<file path="config.mk">
export PLATFORM = sky130hd
export DESIGN_NAME = load_store_unit
export DESIGN_NICKNAME = d
export VERILOG_FILES = /design/src/rtl/load_store_unit.sv
export SDC_FILE = /design/constraint.sdc
export NUM_CORES = 1
export LEC_CHECK = 0
export CAP_MARGIN = 20
export CORE_AREA = 2 2 143 145
export CTS_CLUSTER_SIZE = 14
export DETAILED_ROUTE_END_ITERATION = 16
export DIE_AREA = 0 0 145 147
export GPL_TIMING_DRIVEN = 0
export PLACE_DENSITY = 0.95
export SLEW_MARGIN = 20
export SYNTH_ARGS = -nofsm -noshare
export SYNTH_HDL_FRONTEND = slang
export SYNTH_SLANG_ARGS = --single-unit
</file>
<file path="constraint.sdc">
create_clock -name i_clk -period 5.65 [get_ports i_clk]
set_clock_uncertainty 0.15 [all_clocks]
set_input_delay 1.13 -clock i_clk [delete_from_list [all_inputs] [get_ports i_clk]]
set_output_delay 1.13 -clock i_clk [all_outputs]
set_load 0.1 [all_outputs]
</file>
<file path="src/rtl/load_store_unit.sv">
// load_store_unit: RV64 load/store to 64-bit doubleword memory, with read-modify-write for sub-doubleword stores
module load_store_unit #(
   parameter int DATA_WIDTH = 64,
   parameter int ADDR_WIDTH = 10
) (
   input  logic                  i_clk,
   input  logic                  i_arstn,
   input  logic                  i_req_valid,
   output logic                  o_req_ready,
   input  logic                  i_req_we,
   input  logic [2:0]            i_req_funct3,
   input  logic [ADDR_WIDTH-1:0] i_req_addr,
   input  logic [DATA_WIDTH-1:0] i_req_wdata,
   output logic                  o_resp_valid,
   input  logic                  i_resp_ready,
   output logic [DATA_WIDTH-1:0] o_resp_rdata,
   output logic                  o_resp_err,
   output logic [ADDR_WIDTH-1:0] o_mem_addr,
   output logic                  o_mem_we,
   output logic [DATA_WIDTH-1:0] o_mem_wdata,
   input  logic [DATA_WIDTH-1:0] i_mem_rdata
);
   typedef enum logic [1:0] {IDLE, RD, WR, RESP} state_t;
   state_t state, state_nxt;
   logic [ADDR_WIDTH-1:0] addr_q;
   logic [2:0] f3_q;
   logic we_q;
   logic [DATA_WIDTH-1:0] wdata_q, word_q, mask, field, ext;
   logic [5:0] sh;
   logic accept, bad_in, bad_q;
   function automatic logic bad(input logic [2:0] a, input logic [2:0] f3, input logic we);
      logic [2:0] m;
      m = (3'd1 << f3[1:0]) - 3'd1;
      return |(a & m) || f3 == 3'b111 || (we && f3[2]);
   endfunction
   assign accept = i_req_valid && o_req_ready;
   assign bad_in = bad(i_req_addr[2:0], i_req_funct3, i_req_we);
   assign bad_q  = bad(addr_q[2:0], f3_q, we_q);
   always_ff @(posedge i_clk or negedge i_arstn) begin
      if (!i_arstn) begin
         state   <= IDLE;
         addr_q  <= '0;
         f3_q    <= '0;
         we_q    <= 1'b0;
         wdata_q <= '0;
         word_q  <= '0;
      end else begin
         state <= state_nxt;
         if (accept) begin
            addr_q  <= i_req_addr;
            f3_q    <= i_req_funct3;
            we_q    <= i_req_we;
            wdata_q <= i_req_wdata;
         end
         if (state == RD) word_q <= i_mem_rdata;
      end
   end
   always_comb begin
      state_nxt = state;
      case (state)
         IDLE:    if (accept) state_nxt = bad_in ? RESP : (i_req_we && &i_req_funct3[1:0]) ? WR : RD;
         RD:      state_nxt = we_q ? WR : RESP;
         WR:      state_nxt = RESP;
         RESP:    if (i_resp_ready) state_nxt = IDLE;
         default: state_nxt = IDLE;
      endcase
   end
   // One lane mask serves both store merge and load zero-extension; SD degenerates to a full replace
   assign sh    = {addr_q[2:0], 3'b000};
   assign mask  = f3_q[1:0] == 2'd0 ? 64'hFF : f3_q[1:0] == 2'd1 ? 64'hFFFF :
                  f3_q[1:0] == 2'd2 ? 64'hFFFF_FFFF : '1;
   assign field = word_q >> sh;
   assign ext   = f3_q[2] ? field & mask :
                  f3_q[1:0] == 2'd0 ? {{56{field[7]}}, field[7:0]} :
                  f3_q[1:0] == 2'd1 ? {{48{field[15]}}, field[15:0]} :
                  f3_q[1:0] == 2'd2 ? {{32{field[31]}}, field[31:0]} : field;
   assign o_req_ready  = state == IDLE;
   assign o_resp_valid = state == RESP;
   assign o_resp_err   = o_resp_valid && bad_q;
   assign o_resp_rdata = (o_resp_valid && !we_q && !bad_q) ? ext : '0;
   assign o_mem_we     = state == WR;
   assign o_mem_addr   = {addr_q[ADDR_WIDTH-1:3], 3'b000};
   assign o_mem_wdata  = o_mem_we ? (word_q & ~(mask << sh)) | ((wdata_q & mask) << sh) : '0;
endmodule

</file>
## Word-level counts from Yosys, hierarchy flattened

Cells that the tools add are included.

- Register bits after elaboration: 144
- Output and inout bits: 142
- Word-level logic and storage cells: 63

- $add $sub $neg: 2
- Equal/unequal tests: 9
- Shift-type cells: 5
- Muxes and demuxes: 15
- Bitwise gates (word level): 7
- Reduce and logical (&&, ||, !) cells: 19

Operators by type and width:

| operator | number |
|---|---|
| 64-bit two-way mux | 9 |
| 64-bit bitwise AND | 3 |
| 64-bit by 6-bit left shift with 64-bit output | 2 |
| 64-bit inverter | 1 |
| 64-bit OR | 1 |
| 64-bit by 6-bit right shift with 64-bit output | 1 |
| 2-bit two-way mux | 4 |
| 2-bit case mux with 4 select lines | 1 |
| 1-bit logical AND | 7 |
| 3-bit bitwise AND | 2 |
| 2-bit == test, second input constant | 3 |
| 3-bit == test, second input constant | 2 |
| 3-bit OR reduction | 2 |
| 1-bit by 2-bit left shift with 3-bit output, first input constant | 2 |
| 3-bit by 1-bit subtractor with 3-bit output, second input constant | 2 |
| 2-bit by 1-bit == test with 1-bit output, second input constant | 2 |
| 2-bit zero test | 2 |
| 1-bit logical OR | 4 |
| 2-bit by 1-bit inequality test with 1-bit output, second input constant | 2 |
| 2-bit AND reduction | 2 |
| 1-bit zero test | 2 |
| 1-bit two-way mux | 1 |

## Logic depth before layout (Yosys ltp)

- Word-level depth: 9
- Gate-level depth with buffers: 12
- Mapped depth without buffers: 8

## Worst setup path after synthesis

OpenSTA, ideal clock, no wires.

- Path type: register to output
- Start: register f3_q[0]
- End: output o_resp_rdata[16]
- Arrival: 4.255 ns
- Required time: 4.370 ns
- Slack: 0.115 ns
- Cell stages (with the launch flop): 11
- Path buffers: 4
- Cells stage by stage: dfrtp_1 -> clkbuf_1 -> clkbuf_1 -> clkbuf_1 -> nand2_1 -> ha_1 -> nand2b_1 -> o2111ai_1 -> or2_1 -> clkbuf_1 -> o21ai_0

- Longest elaborated chain between the ends: 9
- Elaborated cells on any way between the ends: 18
- Classes of those cells: add/sub: 1; eq/ne: 2; shift: 1; mux: 6; bitwise: 2; reduce/logical: 6

RTL lines:

| what | RTL line | text |
|---|---|---|
| start, declared | 26 | `logic [2:0] f3_q;` |
| start signal, assigned | 51 | `f3_q <= i_req_funct3;` |
| 1-bit by 2-bit left shift with 3-bit output | 33 | `m = (3'd1 << f3[1:0]) - 3'd1;` |
| 3-bit by 1-bit subtractor with 3-bit output | 33 |  |
| 3-bit bitwise AND | 34 | `return \|(a & m) \|\| f3 == 3'b111 \|\| (we && f3[2]);` |
| 3-bit OR reduction | 34 |  |
| 1-bit logical OR (2 in a row) | 34 |  |
| 1-bit zero test | 80 | `assign o_resp_rdata = (o_resp_valid && !we_q && !bad_q) ? ext : '0;` |
| 1-bit logical AND | 80 |  |
| 64-bit two-way mux * | 80 |  |
| end, declared | 16 | `output logic [DATA_WIDTH-1:0] o_resp_rdata,` |

Mark *: on every way between the ends. The rest lies on a longest branch, timed or not.

## Final worst setup path

- Start: register f3_q[0]
- End: output o_resp_rdata[19]

The elaborated chain is that of the path after synthesis.

==> impl_results.md <==
- Die area: 21,320 sq um
- Status: finished clean
- RePlAce Congestion: 1.067
- Max Freq: 0.1782 GHz
- DRT Wirelength: 47.76 mm
- Post-synthesis sequential area ratio: 0.3406
- Die Wd: 145 microns
- Clock Path Buffers: 2
- CTS Hold Buffers Added: 0
- Hold Violations, Final: 0
- RSZ-0062 raised after global routing: true
- Vias: 11,102
- Async set-reset flop share out of synthesis: 1.000
- Top_reg_cell synth: dfrtp_1
- DRT Pass-1 Iters: 7
- CTS tree: built
- Hold path depth: 1
- Relative slew margins: 0.2897
- Initial antenna violation count: 2
- 1st-iter DRT viols: 1,463
- Most frequent cells in the layout: 177 x clkdlybuf4s50_1, 174 x mux2_2, 144 x dfrtp_1
- Min Clock Period, post-route: 5610 ps
- Crit path capture type: output port
- Worst Path Required: 4370 ps
- Post-DP HPWL: 37.48 mm
- Syn Std Cell Area: 10,580 sq um
- Slew @ Worst Pin: 1057 ps
- Insertion delay to the later sink of the worst-skew pair: 440 ps
- Largest fanout on the critical path: 10
- Core area: 19,840 sq um
- Antenna Nets Post-Route: 0
- Commonest non-fill, non-tap cell in the layout: clkdlybuf4s50_1
- DR WL met2: 21.36 mm
- Synth-to-Final Area Change: 34.64%
- Endpoint of the worst hold path: addr_q[5]
- Final Non-Filler Cells: 1,689
- Pin count of the biggest net entering global routing: 82
- First-pass GRT wire length: 70.37 mm
- Global Route Usage Sum: 0.4440
- Met1 WL: 17.25 mm
- Vias in the first global route: 11,055
- Post-synth EDFFs: 0
- Syn_area_per_cell: 9.608 sq um
- Final Max Tran Viols: 0
- Final #Nets: 1,557
- Grt total ovfl: 0
- #FFs+latches synth: 144
- Dpl cells: 1,658
- Row count: 52
- Startpoint types: register
- CTS Buf Count: 17
- Starting density of the core: 0.5331
- Worst r2r src: state[0]
- Root buf cell: clkbuf_16
- # diodes: 0
- CP Data Arrival Time: 4330 ps
- Critical path type: register to output port
- Routed vias/inst: 6.573
- YS warnings: 0
- R2R Path End: wdata_q[15]
- Highest Signal Layer: met5
- # port buffers: 284
- Distinct cell type count after synthesis: 59
- CTS clk-pin slew, worst paths: 70 ps
- Min-delay worst type: register to register
- I/O pin count: 288
- Gate Count Post-Synth: 1,101
- # DRC: 0
- Share of cells above drive strength 1: 0.2741
- Setup Buffers After CTS: 0
- H-tree levels: 4
- Origin of the worst min-delay path: addr_q[5]
- WHS: 366.4 ps
- Final setup vio count: 0
- Routed WL per cell: 28.28 microns
- R2R cell count: 6
- Clk sink count: 144
- Period utilization: 0.9930
- Die Y: 147 microns
- FF-to-FF setup slack: 2900 ps
- MaxCap Viol Count: 0
- Met3 wire length: 5.490 mm
## worst max-delay path by stage
stage / slack [ps] / depth (start not counted) / from / endpoint
after global routing: -20 / 10 / f3_q[1] / o_resp_rdata[43]
after floorplan: 120 / 10 / f3_q[0] / o_resp_rdata[16]
after global placement: -2160 / 1 / i_arstn / addr_q[7]
after detailed placement: -390 / 11 / f3_q[0] / o_resp_rdata[46]
final: 40 / 11 / f3_q[0] / o_resp_rdata[19]
after CTS: 1 / 13 / f3_q[1] / o_mem_wdata[20]
## Yosys cell counts, types with 2 or more instances
library cell    n  area (sq um)
mux2i_1        60         600.6
nor3_1         20         100.1
or2_0           7         43.79
o22ai_1         7         43.79
inv_1           8         30.03
and2_1         12         75.07
a31oi_1        21         131.4
a21boi_0        8         60.06
dfrtp_1       144          3603
a311oi_1        3         26.28
mux2_2        174          1959
o21ai_1        21         105.1
a32oi_1         5         43.79
a2bb2oi_1       8         70.07
a22oi_1        18         135.1
o21a_1          4         30.03
a21o_1          2         15.01
ha_1            5         62.56
o21ai_0        47         235.2
or2_2           2         12.51
nor2b_1         5         31.28
buf_2          26         130.1
nand3b_1        3         22.52
mux2_1          5         56.30
nand2_1       105         394.1
a32o_1         10         100.1
clkbuf_1       54         202.7
inv_2           2         7.510
nand2b_1       14         87.58
buf_1          12         45.04
buf_6           6         67.56
mux2_4          2         30.03
a21oi_2        30         262.8
o2bb2ai_1      13         113.9
nor2_1         80         300.3
mux4_2         21         473.0
a211oi_1        2         15.01
a21oi_1        58         290.3
o211ai_1        8         60.06
a221oi_1        5         43.79
a22o_1          4         35.03
buf_4          13         97.59
nand3_1        31         155.2
## kinds of logic (layout without fill, tap and decap cells)
| logic type | Yosys count | after routing | share of synthesized area |
|---|---|---|---|
| AO/OA/AOI/OAI | 284 | 284 | 0.1832 |
| adder cells (fa/ha/maj) | 5 | 5 | 0.005914 |
| buffers and inverters | 122 | 438 | 0.05535 |
| flip-flops | 144 | 144 | 0.3406 |
| multiplexers | 262 | 262 | 0.2949 |
| other | 1 | 3 | 0.0003545 |
| AND/OR/NAND/NOR | 283 | 283 | 0.1197 |
## cell type report
class	count	area, sq um
repair buffers	285	2709
clock inverters	14	170.2
plain buffers	111	549.3
clock buffers	18	429.2
multi-input cells	837	6407
inverters	10	37.54
fillers	1502	5600
well taps	270	337.8
flip-flops and latches	144	3603
## what timing repair did
item / CTS / global route
pin swaps: 0 / 0
resized for setup: 219 / 110
setup endpoints to repair: 93 / 83
## metal layers
metal / vias to the layer above / GRT usage
met1: 5260 / 0.5491
met3: 272 / 0.1124
met5: - / 0
li1: 4640 / -
met4: 2 / 0.2624
met2: 928 / 0.7081
## flip-flops by register name, indices dropped and copies added, names as in the netlist
name and count:
wdata_q 64, word_q 64, addr_q 10, f3_q 3, state 2, we_q 1
## through the flow
stage	instance area [sq um]	TNS, ps	util	worst slack (ps)
3_3_place_gp	13770	-314860	0.6938	-2156
6_report	14240	0	0.7178	39.64
5_1_grt	14240	-117.4	0.7178	-24.41
2_1_floorplan	10590	0	-	115.3
3_5_place_dp	13810	-10630	0.6958	-394.7
4_1_cts	14400	0	0.7255	1.365
## worst max-delay path: stages (launching register included)
cell	delay, ps
dfrtp_1	340
clkbuf_1	310
clkbuf_2	340
clkbuf_2	360
nand2_1	100
ha_2	340
nand2b_1	120
o2111ai_1	400
or2_1	400
clkbuf_1	190
o21ai_0	370
clkdlybuf4s15_2	610
Power is left out: the tool's default activity adds up to more than one toggle a clock period on the data nets, which glitch-free logic cannot reach.
